### config.mk
export PLATFORM = sky130hd
export DESIGN_NAME = ibex_instr_mem_responder
export DESIGN_NICKNAME = d
export VERILOG_FILES = /design/src/rtl/ibex_instr_mem_responder.sv
export SDC_FILE = /design/constraint.sdc
export NUM_CORES = 1
export LEC_CHECK = 0
export ABC_AREA = 1
export BUFFER_PORTS_ARGS = -buffer_cell sky130_fd_sc_hd__buf_2
export CAP_MARGIN = 25
export CORE_ASPECT_RATIO = 0.8
export CORE_MARGIN = 5
export CORE_UTILIZATION = 28
export CTS_BUF_LIST = sky130_fd_sc_hd__clkbuf_8
export DETAILED_ROUTE_END_ITERATION = 6
export PLACE_DENSITY = 0.87
export SLEW_MARGIN = 10
export SYNTH_ARGS = -nofsm -noshare
export SYNTH_HDL_FRONTEND = slang
export SYNTH_SLANG_ARGS = --single-unit
### constraint.sdc
create_clock -name clk_i -period 1.7 [get_ports clk_i]
set_input_delay 0.085 -clock clk_i [delete_from_list [all_inputs] [get_ports clk_i]]
set_output_delay 0.085 -clock clk_i [all_outputs]
set_load 0.03 [all_outputs]
### src/rtl/ibex_instr_mem_responder.sv
// Instruction-fetch responder: grants Ibex req/gnt fetches, reads a 1-cycle SRAM and
// returns in-order rvalid responses after a configurable number of extra pipeline stages.
module ibex_instr_mem_responder #(
    parameter int          NumReqs     = 2,
    parameter int          RespLatency = 0,
    parameter int          MemWords    = 1024,
    parameter logic [31:0] BaseAddr    = 32'h0000_0000
) (
    input  logic                        clk_i,
    input  logic                        rst_i,
    input  logic                        instr_req_i,
    output logic                        instr_gnt_o,
    input  logic [31:0]                 instr_addr_i,
    output logic                        instr_rvalid_o,
    output logic [31:0]                 instr_rdata_o,
    output logic                        instr_err_o,
    input  logic                        stall_i,
    output logic                        mem_en_o,
    output logic [$clog2(MemWords)-1:0] mem_addr_o,
    input  logic [31:0]                 mem_rdata_i,
    output logic                        busy_o
);

    localparam int          AddrW       = $clog2(MemWords);
    localparam int          CntW        = $clog2(NumReqs + 1);
    localparam logic [CntW-1:0] MaxCnt  = CntW'(NumReqs);
    localparam logic [32:0] WindowBytes = 33'(MemWords) << 2;

    logic [CntW-1:0] cnt_q, cnt_d;
    logic [31:0]     offset;
    logic            in_range;
    logic            s0_valid_q, s0_err_q;
    logic [31:0]     s0_rdata;
    logic            out_valid, out_err;
    logic [31:0]     out_rdata;

    // Offset is compared in 33 bits so a window ending at the top of the address space cannot overflow.
    assign offset   = instr_addr_i - BaseAddr;
    assign in_range = (instr_addr_i >= BaseAddr) && ({1'b0, offset} < WindowBytes)
                      && (offset[1:0] == 2'b00);

    assign instr_gnt_o = instr_req_i & ~stall_i & (cnt_q < MaxCnt);
    assign mem_en_o    = instr_gnt_o & in_range;
    assign mem_addr_o  = mem_en_o ? offset[AddrW+1:2] : '0;

    always_ff @(posedge clk_i) begin
        if (rst_i) begin
            s0_valid_q <= 1'b0;
            s0_err_q   <= 1'b0;
        end else begin
            s0_valid_q <= instr_gnt_o;
            s0_err_q   <= instr_gnt_o & ~in_range;
        end
    end

    assign s0_rdata = s0_err_q ? 32'h0 : mem_rdata_i;

    generate
        if (RespLatency == 0) begin : g_direct
            assign out_valid = s0_valid_q;
            assign out_err   = s0_err_q;
            assign out_rdata = s0_rdata;
        end else begin : g_pipe
            logic        valid_q [RespLatency];
            logic        err_q   [RespLatency];
            logic [31:0] rdata_q [RespLatency];

            // No rvalid backpressure exists, so every stage shifts unconditionally.
            always_ff @(posedge clk_i) begin
                if (rst_i) begin
                    for (int i = 0; i < RespLatency; i++) begin
                        valid_q[i] <= 1'b0;
                        err_q[i]   <= 1'b0;
                        rdata_q[i] <= 32'h0;
                    end
                end else begin
                    valid_q[0] <= s0_valid_q;
                    err_q[0]   <= s0_err_q;
                    rdata_q[0] <= s0_rdata;
                    for (int i = 1; i < RespLatency; i++) begin
                        valid_q[i] <= valid_q[i-1];
                        err_q[i]   <= err_q[i-1];
                        rdata_q[i] <= rdata_q[i-1];
                    end
                end
            end

            assign out_valid = valid_q[RespLatency-1];
            assign out_err   = err_q[RespLatency-1];
            assign out_rdata = rdata_q[RespLatency-1];
        end
    endgenerate

    assign instr_rvalid_o = out_valid;
    assign instr_err_o    = out_valid & out_err;
    assign instr_rdata_o  = out_valid ? out_rdata : 32'h0;

    // A retiring response only frees its slot from the next cycle, since gnt uses cnt_q.
    always_comb begin
        cnt_d = cnt_q;
        case ({instr_gnt_o, out_valid})
            2'b10:   cnt_d = cnt_q + CntW'(1);
            2'b01:   cnt_d = cnt_q - CntW'(1);
            default: cnt_d = cnt_q;
        endcase
    end

    always_ff @(posedge clk_i) begin
        if (rst_i) begin
            cnt_q <= '0;
        end else begin
            cnt_q <= cnt_d;
        end
    end

    assign busy_o = (cnt_q != '0);

endmodule
==> metrics.md, run 1 <==
| Metric | Value |
|---|---|
| Yosys cell types | 16 |
| Worst setup path startpoint | cnt_q[1] |
| Unrepaired setup endpoints after global routing | false |
| Die width | 64.3 um |
| Total Wirelength | 2520 um |
| Hold Crit Start | rst_i |
| Core ar. | 0.00220 mm^2 |
| TritonCTS Sinks | 4 |
| Placer congestion estimate | 0.843 |
| Die area | 0.00344 mm^2 |
| Starting Density | 0.301 |
| Worst vdd ir | 0.000257 V |
| Total global routing overflow | 0 |
| Worst-Margin Slew | 0.287 ns |
| Fill count | 228 |
| Fmax | 665 MHz |
| Final worst setup slack | 0.196 ns |
| Antenna Nets Post-Route | 0 |
| Post-Syn Instances | 137 |
| Syn Nets | 206 |
| Initial antenna violation count | 0 |
| CTS root buf | clkbuf_8 |
| Drt via density | 3.94 |
| Layout Nets | 322 |
| Final Hold Viols | 0 |
| First-pass GRT wire length | 3510 um |
| Iter 0 DRT Violations | 26 |
| Most common cell after layout, fill and taps aside | buf_2 |
| DR WL/cell | 9.13 um |
| Gr usage total | 0.124 |
| IO Count | 115 |
| Pre-antenna DRT Iters | 4 |
| Sequential-to-total area share from yosys stat | 0.121 |
| CP required | 1.62 ns |
| Clock buffer depth | 2 |
| Critical path fanouts, max | 11 |
| Diodes inserted | 0 |
| Clock transition at path regs | 0.03 ns |
| Startpoint types | flop |
| Max Slew Vio Count | 0 |
| Hold Crit Class | input pin to flop |
| Via count | 1088 |
| Site Rows | 15 |
| H-tree depth | 1 |
| Overall Power | 532 uW |
| Reg2reg setup slack | 0.41 ns |
| Number of hold buffers added after CTS | 0 |
| Number of port buffers | 114 |
| Total of max-cap violations | 0 |
| Final Cycle Share | 0.885 |
| Highest-count cells in the layout ignoring fill and taps | 114 x buf_2, 48 x nor2_1, 47 x inv_1 |
| Mapped cell area | 661 um^2 |
| Utilization after layout | 0.591 |
| YS warnings | 0 |
| Setup TNS | 0 ns |
| Clk Latency, worst-skew pair | 0.21 ns |
| Leakage power | 1.01 nW |
| # DRC | 0 |
| Final worst path period need | 1.50 ns |
| Dpl hpwl | 2260 um |
| Rel. slew slack | 0.809 |
| Total CTS buffers | 3 |
| Post-CTS Setup Repair Bufs | 0 |
| Vias in the first global route | 931 |
| Final setup fails | 0 |
| Crit end category | output pin |
| Cell Pwr Density | 410 mW/mm^2 |
| CTS tree | built |
| Worst Setup Path Type | flop to output pin |
| Reg-to-Reg Start | cnt_q[1] |
| Number of synthesized register bits | 4 |
| Fraction of final layout cells sized beyond drive strength 1 | 0.530 |
| Area growth syn-to-layout | 96.4% |
| Min Hold Slack | 0.0747 ns |
| Outcome | completed |
| Die Y | 53.4 um |
| CP arrival | 1.42 ns |
| Clock skew | 0.00203 ns |
| Pin count of the biggest net entering global routing | 33 |
| Mean area per synthesized cell | 4.82 um^2 |
| Pre-CTS setup slack | 0.239 ns |
==> area by class of cell <==
type	count	area, um^2	area share
clock buffers	3	41.3	0.0318
well taps	25	31.3	0.0241
repair buffers	115	578	0.446
flip-flops and latches	4	80.1	0.0617
inverters	49	184	0.142
multi-input cells	80	383	0.295
==> Yosys cell counts, drive strengths merged <==
cell type  count  area [um^2]
nor3           1         5.00
nand2         12         45.0
dfxtp          4         80.1
nor2          60          270
or2            1         6.26
nand3          1         5.00
inv           49          184
o21bai         1         7.51
a21oi          2         10.0
clkbuf         3         11.3
ha             1         12.5
nand4          1         12.5
buf            1         11.3
==> path summary, 6_finish.rpt <==
kind	end	depth (start not counted)
worst max register to register	cnt_q[1]	7
worst min-delay path	cnt_q[1]	2
worst min register to register	cnt_q[1]	2
worst max-delay path	mem_addr_o[2]	6
==> cell families after synthesis <==
family | Yosys count | share of synthesized area
fa+ha+maj | 1 | 0.0189
simple gates | 76 | 0.521
flops | 4 | 0.121
compound gates | 3 | 0.0265
buf+inv | 53 | 0.313
==> per-stage QoR <==
step / area (um^2) / cells
final: 1300 / 276
after global routing: 1300 / 276
after CTS: 1290 / 276
after detailed placement: 1250 / 273
after global placement: 1250 / 273
after floorplan: 661 / 137
==> registers in the layout, indices dropped and copies added, names as in the netlist <==
| signal | cells |
|---|---|
| cnt_q | 2 |
| out_err | 1 |
| instr_rvalid_o | 1 |
==> critical path: stages, from the launching register on <==
cell	delay, ns
dfxtp_1	0.31
nor2_1	0.09
nand2_1	0.09
inv_2	0.09
nand4_4	0.24
nor2_2	0.17
buf_2	0.21
==> metal layers <==
layer / GRT usage / part of all wire / vias up
met1: 0.133 / 0.36 / 417
met2: 0.227 / 0.45 / 75
met3: 0.0425 / 0.18 / 2
met5: 0 / 0 / -
met4: 0.0407 / 0.011 / 0
li1: - / - / 594
==> where the power goes <==
| group | total [mW] | internal, mW | switching, mW |
|---|---|---|---|
| sequential | 0.106 | 0.101 | 0.00496 |
| combinational | 0.232 | 0.0981 | 0.134 |
| clock | 0.193 | 0.150 | 0.0428 |
| total | 0.532 | 0.350 | 0.182 |
==> repair_timing <==
action,in CTS,in global routing
hold endpoints to repair,0,0
gates resized for setup,0,1
setup endpoints to repair,0,10
Power figures use the tool's default switching activity.
==> run 2, diff against run 1 <==
==> constraint.sdc (replaced) <==
create_clock -name clk_i -period 1.7 [get_ports clk_i]
set_input_delay 0.085 -clock clk_i [delete_from_list [all_inputs] [get_ports clk_i]]
set_output_delay 0.085 -clock clk_i [all_outputs]
set_load 0.02 [all_outputs]
==> metrics.md, run 2 (synthesis results as in run 1) <==
| Metric | Value |
|---|---|
| Outcome | completed |
| Initial antenna violation count | 0 |
| Final setup fails | 0 |
| Startpoint types | flop |
| Worst-Margin Slew | 0.257 ns |
| Final worst path period need | 1.49 ns |
| Total of max-cap violations | 0 |
| Core ar. | 0.00220 mm^2 |
| Max reg flops | 2 |
| CP arrival | 1.41 ns |
| Final Hold Viols | 0 |
| # DRC | 0 |
| Fill count | 219 |
| Vias in the first global route | 953 |
| Clock network power share | 0.382 |
| Worst vdd ir | 0.000281 V |
| Iter 0 DRT Violations | 12 |
| CTS tree | built |
| Clk Latency, worst-skew pair | 0.22 ns |
| Clock transition at path regs | 0.03 ns |
| Total Wirelength | 2450 um |
| Final Cycle Share | 0.878 |
| Pre-CTS setup slack | 0.283 ns |
| IO Count | 115 |
| Drt via density | 3.95 |
| Switching share of total power | 0.318 |
| Final worst setup slack | 0.208 ns |
| Int Pwr | 351 uW |
| Gr usage total | 0.132 |
| CTS root buf | clkbuf_8 |
| Layout Nets | 323 |
| Largest Register | cnt_q |
| Die width | 64.3 um |
| Clock buffer depth | 2 |
| Number of hold buffers added after CTS | 0 |
| Worst Setup Path Type | flop to output pin |
| Utilization after layout | 0.594 |
| Comb power frac | 0.412 |
| Leakage power | 1.01 nW |
| Crit end category | output pin |
| Total CTS buffers | 3 |
| Max Slew Vio Count | 0 |
| Fmax | 670 MHz |
| Hold Crit Class | input pin to flop |
| Dpl hpwl | 2230 um |
| Area growth syn-to-layout | 97.5% |
| Critical path fanouts, max | 11 |
| Rel. slew slack | 0.828 |
| Diodes inserted | 0 |
| Most common cell after layout, fill and taps aside | buf_2 |
| Unrepaired setup endpoints after global routing | false |
| Setup TNS | 0 ns |
| Antenna Nets Post-Route | 0 |
| Clock skew | 0.00548 ns |
| Total global routing overflow | 0 |
| DR WL/cell | 8.85 um |
| H-tree depth | 1 |
| Placer congestion estimate | 0.746 |
| TritonCTS Sinks | 4 |
| Pin count of the biggest net entering global routing | 21 |
| Part of the power in registers | 0.206 |
| Highest-count cells in the layout ignoring fill and taps | 114 x buf_2, 48 x nor2_1, 47 x inv_1 |
| Die Y | 53.4 um |
| Sw Pwr | 164 uW |
| Via count | 1095 |
| CP required | 1.62 ns |
| Cell Pwr Density | 395 mW/mm^2 |
| Site Rows | 15 |
| Number of port buffers | 114 |
| Die area | 0.00344 mm^2 |
| Fraction of final layout cells sized beyond drive strength 1 | 0.532 |
| Pre-antenna DRT Iters | 4 |
| Starting Density | 0.301 |
| First-pass GRT wire length | 3650 um |
run 2: critical path: stages (launching register included):
cell	delay, ns
dfxtp_1	0.31
nor2_1	0.09
nand2_1	0.11
inv_2	0.10
nand4_4	0.24
nor2_1	0.16
buf_2	0.18
run 2: power by group through the flow:
stage / Sequential (mW) / Clock [mW] / Combinational, mW
2_1_floorplan: 0.108 / 0 / 0.104
3_3_place_gp: 0.107 / 0 / 0.210
3_5_place_dp: 0.108 / 0 / 0.214
4_1_cts: 0.106 / 0.202 / 0.215
5_1_grt: 0.108 / 0.213 / 0.240
6_report: 0.106 / 0.197 / 0.212
run 2: final timing paths:
check | from | end | slack (ns) | cells after the start
worst min register to register | cnt_q[1] | cnt_q[1] | 0.52 | 2
worst max register to register | cnt_q[1] | cnt_q[1] | 0.38 | 7
worst max-delay path | cnt_q[1] | mem_addr_o[9] | 0.21 | 6
worst min-delay path | rst_i | cnt_q[1] | 0.07 | 2
run 2: per-stage QoR:
step | cells | area (um^2) | power, mW | hold slack, ns
after global routing | 277 | 1310 | 0.561 | 0.0776
after global placement | 274 | 1250 | 0.317 | 0.291
after floorplan | 137 | 661 | 0.211 | 0.164
final | 277 | 1310 | 0.515 | 0.0655
after CTS | 277 | 1300 | 0.523 | 0.0636
after detailed placement | 274 | 1250 | 0.321 | 0.288
run 2: final cells by class:
cell class                 count  area [um^2]  share of cell area
multi-input combinational     80          383               0.293
tap                           25         31.3              0.0240
clock buffer                   3         41.3              0.0316
sequential                     4         80.1              0.0614
timing repair buffer         116          586               0.449
inverter                      49          184               0.141
run 2: timing repair:
action                     in CTS  in global routing
gates resized for setup         0                  1
setup buffers                   0                  0
setup endpoints to repair       0                 10
hold endpoints to repair        0                  0
run 2: metal layers:
layer  track usage  vias to the layer above  share of wire  routed length [um]
met5             0                        -              0                   0
met4        0.0610                        0          0.015                  36
met3        0.0510                        4           0.18                 442
met2         0.224                       78           0.45                1120
met1         0.147                      415           0.35                 857
li1              -                      598              -                   -
